`config.mk`:
```
export PLATFORM = sky130hd
export DESIGN_NAME = fib_datapath_flat
export DESIGN_NICKNAME = d
export VERILOG_FILES = /design/src/rtl/fib_cpu_pkg.sv /design/src/rtl/fib_datapath_if.sv /design/src/rtl/fib_datapath_alu16.sv /design/src/rtl/fib_datapath.sv /design/src/flat_wrapper.sv
export SDC_FILE = /design/constraint.sdc
export NUM_CORES = 1
export LEC_CHECK = 0
export CORE_UTILIZATION = 45
export CTS_BUF_LIST = sky130_fd_sc_hd__clkbuf_8 sky130_fd_sc_hd__clkbuf_16
export CTS_CLUSTER_SIZE = 14
export DETAILED_ROUTE_END_ITERATION = 8
export DONT_BUFFER_PORTS = 1
export HOLD_SLACK_MARGIN = 0.03
export PLACE_DENSITY = 0.7
export SLEW_MARGIN = 10
export SYNTH_ARGS = -nofsm -noshare
export SYNTH_HDL_FRONTEND = slang
export SYNTH_SLANG_ARGS = --single-unit
```
`constraint.sdc`:
```
create_clock -name clk -period 12 [get_ports clk]
set_input_delay 2.4 -clock clk [delete_from_list [all_inputs] [get_ports clk]]
set_output_delay 2.4 -clock clk [all_outputs]
set_load 0.05 [all_outputs]
```
`src/rtl/fib_cpu_pkg.sv`:
```
// fib_cpu_pkg
// Shared definitions for the Fibonacci/CPU datapath and its control FSM:
// data width and register count defaults, ALU opcode encodings, and the
// bit positions of the five condition flags inside the flag register.
package fib_cpu_pkg;

  localparam int WIDTH  = 16;
  localparam int NREGS  = 16;
  localparam int SELW   = 4;
  localparam int NFLAGS = 5;

  // Flag register bit positions
  localparam int FLAG_C = 0;  // carry / borrow
  localparam int FLAG_L = 1;  // unsigned less-than (CMP)
  localparam int FLAG_F = 2;  // signed overflow
  localparam int FLAG_Z = 3;  // zero / equal
  localparam int FLAG_N = 4;  // negative / signed less-than (CMP)

  // ALU opcode encodings; any other 8-bit value is undefined
  typedef enum logic [7:0] {
    OP_NOP  = 8'h00,
    OP_AND  = 8'h01,
    OP_OR   = 8'h02,
    OP_XOR  = 8'h03,
    OP_ADD  = 8'h05,
    OP_ADDU = 8'h06,
    OP_ADDC = 8'h07,
    OP_SUB  = 8'h09,
    OP_SUBC = 8'h0A,
    OP_CMP  = 8'h0B,
    OP_MOV  = 8'h0D
  } opcode_e;

  // Signed overflow of a 16-bit add: operands share a sign the result lacks.
  function automatic logic addOverflow(input logic aSign, input logic bSign,
                                       input logic rSign);
    return (aSign == bSign) && (rSign != aSign);
  endfunction

  // Signed overflow of a 16-bit subtract a - b: operands differ in sign and
  // the result's sign differs from the minuend.
  function automatic logic subOverflow(input logic aSign, input logic bSign,
                                       input logic rSign);
    return (aSign != bSign) && (rSign != aSign);
  endfunction

endpackage

```
`src/rtl/fib_datapath_if.sv`:
```
// fib_datapath_if
// Bundles the per-cycle control word issued by the control FSM together with
// the datapath's observation outputs.
//   master : control FSM / bench side, drives the control word and rd_sel
//   slave  : datapath side, drives rd_data, flags and illegal_op
// Signals:
//   enableRegs[16]  per-register write enable
//   resRegs[16]     per-register clear (wins over enable)
//   opCode[8]       ALU operation
//   enableFlags[5]  per-flag update enable, bit order C L F Z N
//   muxRsrc[4]      operand B register select
//   muxRdest[4]     operand A register select
//   muxRI           operand B source: 0 register, 1 immediate
//   imm[16]         immediate operand
//   rd_sel[4]       read-port register select
//   rd_data[16]     registered read-port data
//   flags[5]        current flag register
//   illegal_op      one-cycle pulse after an undefined opcode
interface fib_datapath_if;
  import fib_cpu_pkg::*;

  logic [NREGS-1:0]  enableRegs;
  logic [NREGS-1:0]  resRegs;
  logic [7:0]        opCode;
  logic [NFLAGS-1:0] enableFlags;
  logic [SELW-1:0]   muxRsrc;
  logic [SELW-1:0]   muxRdest;
  logic              muxRI;
  logic [WIDTH-1:0]  imm;
  logic [SELW-1:0]   rd_sel;
  logic [WIDTH-1:0]  rd_data;
  logic [NFLAGS-1:0] flags;
  logic              illegal_op;

  modport master (
    output enableRegs, resRegs, opCode, enableFlags,
           muxRsrc, muxRdest, muxRI, imm, rd_sel,
    input  rd_data, flags, illegal_op
  );

  modport slave (
    input  enableRegs, resRegs, opCode, enableFlags,
           muxRsrc, muxRdest, muxRI, imm, rd_sel,
    output rd_data, flags, illegal_op
  );

endinterface

```
`src/rtl/fib_datapath_alu16.sv`:
```
// alu16
// Purely combinational 16-bit ALU for the Fibonacci/CPU datapath.
// Ports:
//   a, b      operand A (destination register) and operand B (source/imm)
//   cin       carry flag as held at the start of the cycle (ADDC/SUBC)
//   opCode    operation select
//   result    operation result
//   writesReg high when the operation is allowed to write registers
//   flagVal   value each flag would take
//   flagDef   mask of the flags this operation defines
//   illegal   high for undefined opcodes
module alu16
  import fib_cpu_pkg::*;
(
  input  logic [WIDTH-1:0]  a,
  input  logic [WIDTH-1:0]  b,
  input  logic              cin,
  input  logic [7:0]        opCode,
  output logic [WIDTH-1:0]  result,
  output logic              writesReg,
  output logic [NFLAGS-1:0] flagVal,
  output logic [NFLAGS-1:0] flagDef,
  output logic              illegal
);

  logic [WIDTH:0] sum17;
  logic [WIDTH:0] diff17;
  logic           carryIn;

  // Arithmetic is done on 17-bit values so bit 16 gives carry (add) or
  // borrow (subtract) directly. Only ADDC/SUBC consume the carry flag.
  always_comb begin
    carryIn = 1'b0;
    if (opCode == OP_ADDC || opCode == OP_SUBC) begin
      carryIn = cin;
    end
    sum17  = {1'b0, a} + {1'b0, b} + {{WIDTH{1'b0}}, carryIn};
    diff17 = {1'b0, a} - {1'b0, b} - {{WIDTH{1'b0}}, carryIn};
  end

  // Operation decode: result, write permission and the flag set each
  // opcode defines. Unknown opcodes write nothing and raise illegal.
  always_comb begin
    result    = '0;
    writesReg = 1'b0;
    flagVal   = '0;
    flagDef   = '0;
    illegal   = 1'b0;

    case (opCode)
      OP_NOP: begin
      end
      OP_AND, OP_OR, OP_XOR, OP_MOV: begin
        case (opCode)
          OP_AND:  result = a & b;
          OP_OR:   result = a | b;
          OP_XOR:  result = a ^ b;
          default: result = b;
        endcase
        writesReg       = 1'b1;
        flagDef[FLAG_Z] = 1'b1;
        flagDef[FLAG_N] = 1'b1;
        flagVal[FLAG_Z] = (result == '0);
        flagVal[FLAG_N] = result[WIDTH-1];
      end
      OP_ADD, OP_ADDC: begin
        result          = sum17[WIDTH-1:0];
        writesReg       = 1'b1;
        flagDef[FLAG_C] = 1'b1;
        flagDef[FLAG_F] = 1'b1;
        flagDef[FLAG_Z] = 1'b1;
        flagDef[FLAG_N] = 1'b1;
        flagVal[FLAG_C] = sum17[WIDTH];
        flagVal[FLAG_F] = addOverflow(a[WIDTH-1], b[WIDTH-1], result[WIDTH-1]);
        flagVal[FLAG_Z] = (result == '0);
        flagVal[FLAG_N] = result[WIDTH-1];
      end
      OP_ADDU: begin
        result    = sum17[WIDTH-1:0];
        writesReg = 1'b1;
      end
      OP_SUB, OP_SUBC: begin
        result          = diff17[WIDTH-1:0];
        writesReg       = 1'b1;
        flagDef[FLAG_C] = 1'b1;
        flagDef[FLAG_F] = 1'b1;
        flagDef[FLAG_Z] = 1'b1;
        flagDef[FLAG_N] = 1'b1;
        flagVal[FLAG_C] = diff17[WIDTH];
        flagVal[FLAG_F] = subOverflow(a[WIDTH-1], b[WIDTH-1], result[WIDTH-1]);
        flagVal[FLAG_Z] = (result == '0);
        flagVal[FLAG_N] = result[WIDTH-1];
      end
      OP_CMP: begin
        flagDef[FLAG_Z] = 1'b1;
        flagDef[FLAG_L] = 1'b1;
        flagDef[FLAG_N] = 1'b1;
        flagVal[FLAG_Z] = (a == b);
        flagVal[FLAG_L] = (a < b);
        flagVal[FLAG_N] = ($signed(a) < $signed(b));
      end
      default: begin
        illegal = 1'b1;
      end
    endcase
  end

endmodule

```
`src/rtl/fib_datapath.sv`:
```
// fib_datapath
// Register file, flag register and registered read port for the
// Fibonacci/CPU. Executes one control word per clock through alu16.
// Ports:
//   clk  rising-edge clock
//   rs   synchronous active-high reset: clears registers, flags, rd_data
//        and illegal_op, overriding the control word
//   bus  slave side of fib_datapath_if (control word in, rd_data / flags /
//        illegal_op out)
module fib_datapath
  import fib_cpu_pkg::*;
(
  input  logic          clk,
  input  logic          rs,
  fib_datapath_if.slave bus
);

  logic [WIDTH-1:0]  regFile [NREGS];
  logic [NFLAGS-1:0] flagReg;
  logic [WIDTH-1:0]  rdDataReg;
  logic              illegalReg;

  logic [WIDTH-1:0]  operandA;
  logic [WIDTH-1:0]  operandB;
  logic [WIDTH-1:0]  aluResult;
  logic              aluWrites;
  logic [NFLAGS-1:0] aluFlagVal;
  logic [NFLAGS-1:0] aluFlagDef;
  logic              aluIllegal;

  // Operand selection: A always from a register, B from register or imm
  always_comb begin
    operandA = regFile[bus.muxRdest];
    operandB = bus.muxRI ? bus.imm : regFile[bus.muxRsrc];
  end

  alu16 u_alu (
    .a         (operandA),
    .b         (operandB),
    .cin       (flagReg[FLAG_C]),
    .opCode    (bus.opCode),
    .result    (aluResult),
    .writesReg (aluWrites),
    .flagVal   (aluFlagVal),
    .flagDef   (aluFlagDef),
    .illegal   (aluIllegal)
  );

  // Register file: clear beats write; an undefined opcode changes nothing,
  // so its clears are suppressed as well.
  always_ff @(posedge clk) begin
    if (rs) begin
      for (int i = 0; i < NREGS; i++) begin
        regFile[i] <= '0;
      end
    end else if (!aluIllegal) begin
      for (int i = 0; i < NREGS; i++) begin
        if (bus.resRegs[i]) begin
          regFile[i] <= '0;
        end else if (bus.enableRegs[i] && aluWrites) begin
          regFile[i] <= aluResult;
        end
      end
    end
  end

  // Flag register: a flag moves only when enabled and defined by the op
  always_ff @(posedge clk) begin
    if (rs) begin
      flagReg <= '0;
    end else begin
      for (int k = 0; k < NFLAGS; k++) begin
        if (bus.enableFlags[k] && aluFlagDef[k]) begin
          flagReg[k] <= aluFlagVal[k];
        end
      end
    end
  end

  // Read port and illegal pulse; read samples the pre-write register state
  always_ff @(posedge clk) begin
    if (rs) begin
      rdDataReg  <= '0;
      illegalReg <= 1'b0;
    end else begin
      rdDataReg  <= regFile[bus.rd_sel];
      illegalReg <= aluIllegal;
    end
  end

  assign bus.rd_data    = rdDataReg;
  assign bus.flags      = flagReg;
  assign bus.illegal_op = illegalReg;

endmodule

```
`src/flat_wrapper.sv`:
```
// flat-port wrapper written by rule: the top's interface ports become plain ports
module fib_datapath_flat import fib_cpu_pkg::*;
  (clk, rs, bus_enableRegs, bus_resRegs, bus_opCode, bus_enableFlags, bus_muxRsrc, bus_muxRdest, bus_muxRI, bus_imm, bus_rd_sel, bus_rd_data, bus_flags, bus_illegal_op);
  fib_datapath_if bus_i ();
  input  logic clk;
  input  logic rs;
  input wire logic [$bits(bus_i.enableRegs)-1:0] bus_enableRegs;
  input wire logic [$bits(bus_i.resRegs)-1:0] bus_resRegs;
  input wire logic [$bits(bus_i.opCode)-1:0] bus_opCode;
  input wire logic [$bits(bus_i.enableFlags)-1:0] bus_enableFlags;
  input wire logic [$bits(bus_i.muxRsrc)-1:0] bus_muxRsrc;
  input wire logic [$bits(bus_i.muxRdest)-1:0] bus_muxRdest;
  input wire logic [$bits(bus_i.muxRI)-1:0] bus_muxRI;
  input wire logic [$bits(bus_i.imm)-1:0] bus_imm;
  input wire logic [$bits(bus_i.rd_sel)-1:0] bus_rd_sel;
  output wire logic [$bits(bus_i.rd_data)-1:0] bus_rd_data;
  output wire logic [$bits(bus_i.flags)-1:0] bus_flags;
  output wire logic [$bits(bus_i.illegal_op)-1:0] bus_illegal_op;
  assign bus_i.enableRegs = bus_enableRegs;
  assign bus_i.resRegs = bus_resRegs;
  assign bus_i.opCode = bus_opCode;
  assign bus_i.enableFlags = bus_enableFlags;
  assign bus_i.muxRsrc = bus_muxRsrc;
  assign bus_i.muxRdest = bus_muxRdest;
  assign bus_i.muxRI = bus_muxRI;
  assign bus_i.imm = bus_imm;
  assign bus_i.rd_sel = bus_rd_sel;
  assign bus_rd_data = bus_i.rd_data;
  assign bus_flags = bus_i.flags;
  assign bus_illegal_op = bus_i.illegal_op;
  fib_datapath u_core (.clk(clk), .rs(rs), .bus(bus_i));
endmodule
```
==> results of run 1 <==
metal layers:
metal | wire length (µm) | share of wire
met3 | 9310 | 0.14
met1 | 23500 | 0.36
met2 | 29700 | 0.46
met4 | 2310 | 0.036
met5 | 0 | 0
sequential cells by signal, indices dropped and copies added (netlist names):
name	cells
u_core.regFile	256
u_core.bus.rd_data	16
u_core.bus.flags	5
u_core.bus.illegal_op	1
cell families (layout without fill, tap and decap cells):
logic type | after synthesis | after routing | synth area share
AND/OR/NAND/NOR | 528 | 528 | 0.121
multiplexers | 278 | 278 | 0.285
flip-flops | 278 | 278 | 0.415
AO/OA/AOI/OAI | 216 | 216 | 0.0792
buffers and inverters | 183 | 153 | 0.0386
adder cells (fa/ha/maj) | 80 | 80 | 0.0526
XOR/XNOR | 20 | 20 | 0.00894
other | 0 | 1 | 0
worst reg2reg max path: stages (launching register included):
cell,delay [ns]
edfxtp_1,0.42
mux4_2,0.49
mux2i_1,0.28
nand2_1,0.09
and3_1,0.17
a21oi_1,0.25
ha_1,0.38
ha_1,0.38
a211oi_1,0.33
o21bai_1,0.18
nor3_1,0.25
nand3_2,0.13
a2111o_1,0.48
and4_1,0.22
a211oi_1,0.28
a21boi_2,0.78
nor2_1,0.14
final timing paths:
kind | endpoint | slack (ns) | cells after the start | from
max | u_core.regFile[3][15]$_SDFFCE_PN0P_ | 5.02 | 16 | bus_muxRsrc[0]
min | u_core.bus.flags[4]$_SDFFE_PP0P_ | 0.72 | 2 | u_core.bus.flags[4]$_SDFFE_PP0P_
max reg2reg | u_core.regFile[3][15]$_SDFFCE_PN0P_ | 6.46 | 16 | u_core.regFile[15][6]$_SDFFCE_PP0P_
min reg2reg | u_core.bus.flags[4]$_SDFFE_PP0P_ | 0.72 | 2 | u_core.bus.flags[4]$_SDFFE_PP0P_
cell usage after synthesis (19+ instances only):
cell type / n / area share
nor2_1: 327 / 0.063
edfxtp_1: 256 / 0.39
mux4_2: 220 / 0.25
ha_1: 76 / 0.049
clkbuf_1: 69 / 0.013
inv_1: 63 / 0.012
nand2_1: 57 / 0.011
a21oi_1: 54 / 0.014
mux2i_1: 37 / 0.019
a211oi_1: 31 / 0.012
nor2b_1: 23 / 0.0073
nor3_1: 23 / 0.0059
dfxtp_1: 22 / 0.022
buf_1: 20 / 0.0038
buf_2: 19 / 0.0049
mux2_2: 19 / 0.011
cell type report:
type,instances,area [µm²],area share
repair buffers,33,248,0.0117
flip-flops and latches,278,8130,0.384
inverters,63,236,0.0112
diodes,1,2.50,0.000118
clock buffers,31,776,0.0366
well taps,585,732,0.0345
clock inverters,26,268,0.0126
multi-input cells,1122,10800,0.510
report_power, final:
group	internal, mW	leakage (nW)	switching [mW]
clock network	0.578	0.528	0.411
logic	0.302	3.88	0.384
registers	1.11	2.76	0.0552
total	1.99	7.16	0.850
stage by stage:
step                      utilization  total power, mW  std cells  cell area, µm²  hold WS [ns]
after floorplan                     -             1.69       1583           19600         0.574
after global placement          0.469             1.84       2080           20100         0.705
after detailed placement        0.469             1.85       2080           20100         0.716
after CTS                       0.493             2.82       2137           21200         0.724
after global routing            0.493             2.92       2138           21200         0.773
final                           0.493             2.84       2139           21200         0.721
==> metrics.md, run 1 <==
| Metric | Value |
|---|---|
| WL/cell | 30.3 µm |
| Area delta synth->final | 8.10% |
| Crit start category | input port |
| CP endpoint kind | register |
| Synthesis-stage register bit count | 278 |
| Place WS | 4.60 ns |
| Max Transition Viols Final | 0 |
| Die X | 211 µm |
| Total Wirelength | 64,800 µm |
| MaxCap Viol Count | 0 |
| Final #Nets | 1,685 |
| GRT met3 Usage | 0.0882 |
| Synth Net Count | 1,739 |
| Core area | 0.0430 mm² |
| Pre-antenna DRT Iters | 5 |
| Setup_tns | 0 ns |
| DRC viols | 0 |
| GPL Wtd Cong | 0.949 |
| Initial core utilization | 0.456 |
| Worst vdd ir | 0.000129 V |
| CP required | 12.30 ns |
| Final worst path period share | 0.582 |
| CTS tree | done |
| Outcome | complete, no violations |
| First-pass GRT wire length | 94,500 µm |
| Setup violations, final | 0 |
| Clk_skew | 0.0275 ns |
| TritonCTS buffer count | 31 |
| Pwr dens | 134 mW/mm² |
| Min-Delay Path Class | register to register |
| Commonest non-fill, non-tap cell in the layout | nor2_1 |
| Post-synth EDFFs | 256 |
| WS Path Type | input port to register |
| # rows | 76 |
| Share of layout cells above drive strength 1 | 0.227 |
| Dominant synthesized flop cell | edfxtp_1 |
| Met2 Use GR | 0.461 |
| Post-Synthesis Cells | 1,583 |
| Die ar. | 0.0444 mm² |
| DPL Wire Length | 43,000 µm |
| Via count | 14,766 |
| Clock-pin slew on the worst setup and hold paths | 0.06 ns |
| Max Freq | 0.143 GHz |
| Crit path buf inv count | 0 |
| Total Routing Usage GR | 0.292 |
| Syn Area/Cell | 12.4 µm² |
| Slowest stage delay, CP | 0.78 ns |
| CTS Hold Bufs | 0 |
| Max FO, Critical Path | 45 |
| Initial drt markers | 2,156 |
| Met1 usage | 0.390 |
| Slew @ Worst Pin | 1.29 ns |
| Hold Vio Cnt, Final | 0 |
| H-tree depth | 1 |
| I/O Pins | 98 |
| Slew HR | 0.137 |
| Clock buffer depth | 3 |
| Largest net degree at the start of global routing | 67 |
| Critical Path, Cell by Cell | mux4_2 > mux2i_1 > nand2_1 > and3_1 > a21oi_1 > ha_1 > ha_1 > a211oi_1 > o21bai_1 > nor3_1 > nand3_2 > a2111o_1 > and4_1 > a211oi_1 > a21boi_2 > nor2_1 |
| DR vias/cell | 6.90 |
| RSZ-0062 raised after global routing | no |
| CTS root buffer | clkbuf_16 |
| Slowest cell on the critical path | a21boi_2 |
| DRT antenna net count | 0 |
| FFs w/ async S/R, synth | 0 |
| Period minus WS final | 6.98 ns |
| Vias in the first global route | 14,339 |
| Post CTS Setup Buffer Count | 0 |
| Leakage | 7.16 nW |
| Port bufs | 0 |
| Yosys Warn Count | 0 |
| Clk_lat worst skew | 0.61 ns |
| GR peak layer | met2 |
| CP Data Arrival Time | 7.28 ns |
| Mapped Area | 0.0196 mm² |
| Final WS setup | 5.02 ns |
| Antenna violations before repair | 0 |
| Die height | 211 µm |
| Fillers | 3,715 |
| CTS Sinks | 278 |
| Cts repair resizes | 0 |
| Most frequent cells in the layout | nor2_1 (326), edfxtp_1 (256), mux4_2 (220), ha_1 (76), inv_1 (69) |
| Register area share after synthesis | 0.415 |
| Largest delay contributor family on the critical path | compound AO/OA/AOI/OAI gates |
| GRT overflow | 0 |
| Post-synthesis cell type count | 74 |
Note: power is estimated with default switching activity, not from simulation.
==> run 2: changes to the inputs <==
- clock period: 12 -> 7.05 ns (I/O delays scaled with it)
==> run 2 against run 1 <==
Critical path type unchanged. Sequential cell count did not move. Clock power up 70%. Worst hold slack improved by 0.0055 ns. Non-clock buffer count is 10 higher. Die area unchanged.
==> metrics.md, run 2 (synthesis gave the netlist of run 1 again) <==
| Metric | Value |
|---|---|
| DRC viols | 0 |
| # rows | 76 |
| MaxCap Viol Count | 0 |
| GRT overflow | 0 |
| Max reg flops | 256 |
| Fin util | 0.496 |
| Total Wirelength | 66,700 µm |
| H-tree depth | 1 |
| CTS Sinks | 278 |
| Setup violations, final | 0 |
| CTS tree | done |
| Die X | 211 µm |
| CP required | 7.47 ns |
| Post CTS Setup Buffer Count | 0 |
| Pwr dens | 226 mW/mm² |
| Hold Vio Cnt, Final | 0 |
| Worst vdd ir | 0.000163 V |
| Antenna violations before repair | 2 |
| Max Transition Viols Final | 0 |
| CP Data Arrival Time | 6.28 ns |
| Port bufs | 0 |
| GPL Wtd Cong | 0.996 |
| TritonCTS buffer count | 29 |
| Final instance area | 0.0213 mm² |
| Setup_tns | 0 ns |
| Total Routing Usage GR | 0.302 |
| Vias in the first global route | 14,587 |
| Hold Slack | 0.726 ns |
| CTS Hold Bufs | 0 |
| Initial core utilization | 0.456 |
| Final worst path period share | 0.831 |
| Clock-pin slew on the worst setup and hold paths | 0.08 ns |
| Slew @ Worst Pin | 1.21 ns |
| CTS root buffer | clkbuf_16 |
| Final WS setup | 1.19 ns |
| Placed cell count | 2,091 |
| Reg with most FFs | u_core.regFile |
| Total power | 4.83 mW |
| Clk_lat worst skew | 0.58 ns |
| Non-Filler Instances | 2,144 |
| Clk_skew | 0.0249 ns |
| DRT antenna net count | 0 |
| Final #Nets | 1,693 |
| CP endpoint kind | register |
| RSZ-0062 raised after global routing | no |
| Area delta synth->final | 8.76% |
| Initial drt markers | 2,318 |
| DPL Wire Length | 42,000 µm |
| Sequential standard cell area | 0.00813 mm² |
| DP Area | 0.0203 mm² |
| Pre-antenna DRT Iters | 5 |
| WL/cell | 31.1 µm |
| WS Path Type | input port to register |
| Outcome | complete, no violations |
| Commonest non-fill, non-tap cell in the layout | nor2_1 |
| Largest net degree at the start of global routing | 67 |
| Max Freq | 0.171 GHz |
| Slew HR | 0.193 |
| Most frequent cells in the layout | nor2_1 (326), edfxtp_1 (256), mux4_2 (220), ha_1 (76), inv_1 (67) |
| Fillers | 3,712 |
| Leakage | 7.21 nW |
| Clock buffer depth | 3 |
| Die height | 211 µm |
| Via count | 14,984 |
| Core area | 0.0430 mm² |
| Die ar. | 0.0444 mm² |
| Cts repair resizes | 0 |
| Max FO, Critical Path | 64 |
| Min-Delay Path Class | register to register |
| First-pass GRT wire length | 96,400 µm |
| Multi-input gate area | 0.0109 mm² |
| Place WS | 0.848 ns |
| DR vias/cell | 6.99 |
| # diodes | 0 |
| Crit start category | input port |
| I/O Pins | 98 |
| Period minus WS final | 5.86 ns |
| Share of layout cells above drive strength 1 | 0.234 |
run 2: power by group:
part / leakage (nW) / total, mW / switching, mW / internal [mW]
Clock: 0.520 / 1.68 / 0.680 / 0.999
Sequential: 2.76 / 1.98 / 0.0910 / 1.88
Combinational: 3.93 / 1.17 / 0.661 / 0.510
run 2: path summary, 6_finish.rpt:
check / endpoint / cells past startpoint / slack [ns] / start
hold reg to reg: u_core.bus.flags[4]$_SDFFE_PP0P_ / 2 / 0.73 / u_core.bus.flags[4]$_SDFFE_PP0P_
setup / recovery: u_core.regFile[3][14]$_SDFFCE_PN0P_ / 19 / 1.19 / bus_muxRsrc[1]
hold / removal: u_core.bus.flags[4]$_SDFFE_PP0P_ / 2 / 0.73 / u_core.bus.flags[4]$_SDFFE_PP0P_
setup reg to reg: u_core.regFile[3][14]$_SDFFCE_PN0P_ / 19 / 1.65 / u_core.regFile[6][0]$_SDFFCE_PN0P_
run 2: final cells by class:
type                    count  share of cell area
clock buffers              32              0.0360
inverters                  63              0.0111
well taps                 585              0.0343
clock inverters            21              0.0120
multi-input cells        1122               0.510
repair buffers             43              0.0151
flip-flops and latches    278               0.381
run 2: worst max-delay path, stage by stage:
cell	delay [ns]
mux4_2	0.50
mux2i_1	0.21
buf_4	0.17
a211oi_1	0.14
a21oi_1	0.31
inv_1	0.16
fa_1	0.44
inv_1	0.10
fa_1	0.25
nor2b_1	0.06
o21ai_0	0.36
a21oi_1	0.26
o21ai_0	0.30
a21o_1	0.20
or4b_2	0.59
o211ai_1	0.15
a222oi_1	0.16
buf_4	0.29
nor2_1	0.15
run 2: metal layers:
layer,routed length [µm],vias to the layer above,track usage
met4,3050,4,0.121
met2,30100,1241,0.465
li1,-,6046,-
met3,9740,226,0.0908
met1,23700,7467,0.400
met5,31,-,0
==> run 3: changes to the inputs <==
- clock period: 7.05 -> 5.8 ns (I/O delays scaled with it)
==> run 3 against run 2 <==
Via count is 0.81% lower. Core utilization rose by 0.39 points. First-iteration DRC count rose by 2.2%. Sequential share of layout area decreased by 0.30 points. Design area grew 0.79%. Sequential power is 21% higher. Combinational power up 26%. Critical endpoint is now u_core.bus.flags[3]$_SDFFE_PP0P_. Largest cell class unchanged. Largest power group unchanged. Highest routed layer is now met4.
==> metrics.md, run 3 (synthesis gave the netlist of run 1 again) <==
| Metric | Value |
|---|---|
| CTS Sinks | 278 |
| CTS Hold Bufs | 0 |
| Worst vdd ir | 0.000237 V |
| DRT antenna net count | 0 |
| Cts repair resizes | 0 |
| WS Path Type | input port to register |
| DR vias/cell | 6.83 |
| Reg2reg setup slack | 0.85 ns |
| Slew HR | 0.171 |
| Place WS | 0.176 ns |
| I/O Pins | 98 |
| TritonCTS buffer count | 31 |
| CP required | 6.32 ns |
| Clk_lat worst skew | 0.58 ns |
| Setup violations, final | 0 |
| Period minus WS final | 5.19 ns |
| Clock buffer depth | 3 |
| # diodes | 0 |
| DP Area | 0.0206 mm² |
| Port bufs | 0 |
| R2R Path Start | u_core.regFile[15][5]$_SDFFCE_PP0P_ |
| Placed cell count | 2,118 |
| Pre-antenna DRT Iters | 7 |
| Core area | 0.0430 mm² |
| Total Wirelength | 65,900 µm |
| GRT overflow | 0 |
| Worst reg2reg endpoint | u_core.bus.flags[3]$_SDFFE_PP0P_ |
| Fin util | 0.500 |
| Crit start category | input port |
| Die X | 211 µm |
| Outcome | complete, no violations |
| Max Freq | 0.193 GHz |
| Max FO, Critical Path | 64 |
| Max Transition Viols Final | 0 |
| Min-Delay Path Class | input port to register |
| Share of layout cells above drive strength 1 | 0.253 |
| DPL Wire Length | 42,600 µm |
| Commonest non-fill, non-tap cell in the layout | nor2_1 |
| MaxCap Viol Count | 0 |
| Final worst path period share | 0.895 |
| # rows | 76 |
| Final WS setup | 0.606 ns |
| Fillers | 3,760 |
| R2R depth | 15 |
| Hold Path Sink | u_core.bus.flags[1]$_SDFFE_PP0P_ |
| Hold Vio Cnt, Final | 0 |
| Non-Filler Instances | 2,176 |
| Hold path depth | 1 |
| Setup_tns | 0 ns |
| Reg with most FFs | u_core.regFile |
| Via count | 14,863 |
| Total power | 5.69 mW |
| CTS root buffer | clkbuf_16 |
| WL/cell | 30.3 µm |
| Slew @ Worst Pin | 1.24 ns |
| H-tree depth | 1 |
| CP endpoint kind | register |
| Hold path startpoint | rs |
| Leakage | 7.34 nW |
| DRC viols | 0 |
| Largest net degree at the start of global routing | 67 |
| Clock-pin slew on the worst setup and hold paths | 0.05 ns |
| Initial core utilization | 0.456 |
| RSZ-0062 raised after global routing | no |
| Pwr dens | 265 mW/mm² |
| Clk_skew | 0.0131 ns |
| GPL Wtd Cong | 0.970 |
| Die height | 211 µm |
| Final #Nets | 1,722 |
| Post CTS Setup Buffer Count | 0 |
| Die ar. | 0.0444 mm² |
| Vias in the first global route | 14,548 |
| First-pass GRT wire length | 96,000 µm |
| CP Data Arrival Time | 5.71 ns |
| CTS tree | done |
| Hold Slack | 0.665 ns |
| Most frequent cells in the layout | nor2_1 (324), edfxtp_1 (256), mux4_2 (220), inv_1 (79), ha_1 (71) |
| Area delta synth->final | 9.62% |
| Antenna violations before repair | 0 |
| Initial drt markers | 2,368 |
| Total Routing Usage GR | 0.300 |
| Max reg flops | 256 |
| Final instance area | 0.0215 mm² |
run 3: changes by cell type in the layout (fill, tap and decap cells not counted), sizes merged:
cell / before / now
inv: 68 / 82
clkbuf: 32 / 34
bufinv: 6 / 0
clkinv: 10 / 4
buf: 43 / 70
clkinvlp: 0 / 1
run 3: per-layer routing:
layer	routed length, µm	global-route usage
met1	23500	0.404
met2	29800	0.461
met3	9940	0.0846
met4	2740	0.115
met5	0	0
run 3: power by group:
group / switching, mW / internal, mW / total [mW]
Sequential: 0.114 / 2.29 / 2.40
Combinational: 0.805 / 0.672 / 1.48
Clock: 0.805 / 1.00 / 1.81
run 3: how the worst max path moves through the flow:
stage | from | end | depth (start not counted) | slack, ns
floorplan | bus_muxRsrc[1] | u_core.regFile[0][13]$_SDFFCE_PN0P_ | 20 | 0.009
global placement | bus_muxRsrc[1] | u_core.bus.flags[3]$_SDFFE_PP0P_ | 16 | 0.28
detailed placement | bus_muxRsrc[1] | u_core.bus.flags[3]$_SDFFE_PP0P_ | 16 | 0.18
CTS | bus_muxRsrc[1] | u_core.bus.flags[3]$_SDFFE_PP0P_ | 16 | 0.76
global route | bus_muxRsrc[1] | u_core.bus.flags[3]$_SDFFE_PP0P_ | 16 | 0.40
finish | bus_muxRsrc[1] | u_core.bus.flags[3]$_SDFFE_PP0P_ | 16 | 0.61
run 3: worst max-delay path, cell delays in order:
cell and delay, ns:
mux4_2 0.51, mux2_2 0.29, nor2_1 0.09, a211oi_1 0.05, a21oi_1 0.23, ha_1 0.38
ha_4 0.33, nand4_1 0.14, or2_2 0.30, or3_2 0.45, nand3_2 0.10, xor2_1 0.11
or4_1 0.51, or4_1 0.47, nor4b_1 0.34, a21o_1 0.16
run 3: layout make-up:
type / instances / area, µm² / area share
flip-flops and latches: 278 / 8130 / 0.378
clock inverters: 24 / 113 / 0.00524
inverters: 63 / 236 / 0.0110
repair buffers: 70 / 551 / 0.0256
clock buffers: 34 / 817 / 0.0380
well taps: 585 / 732 / 0.0341
multi-input cells: 1122 / 10900 / 0.508
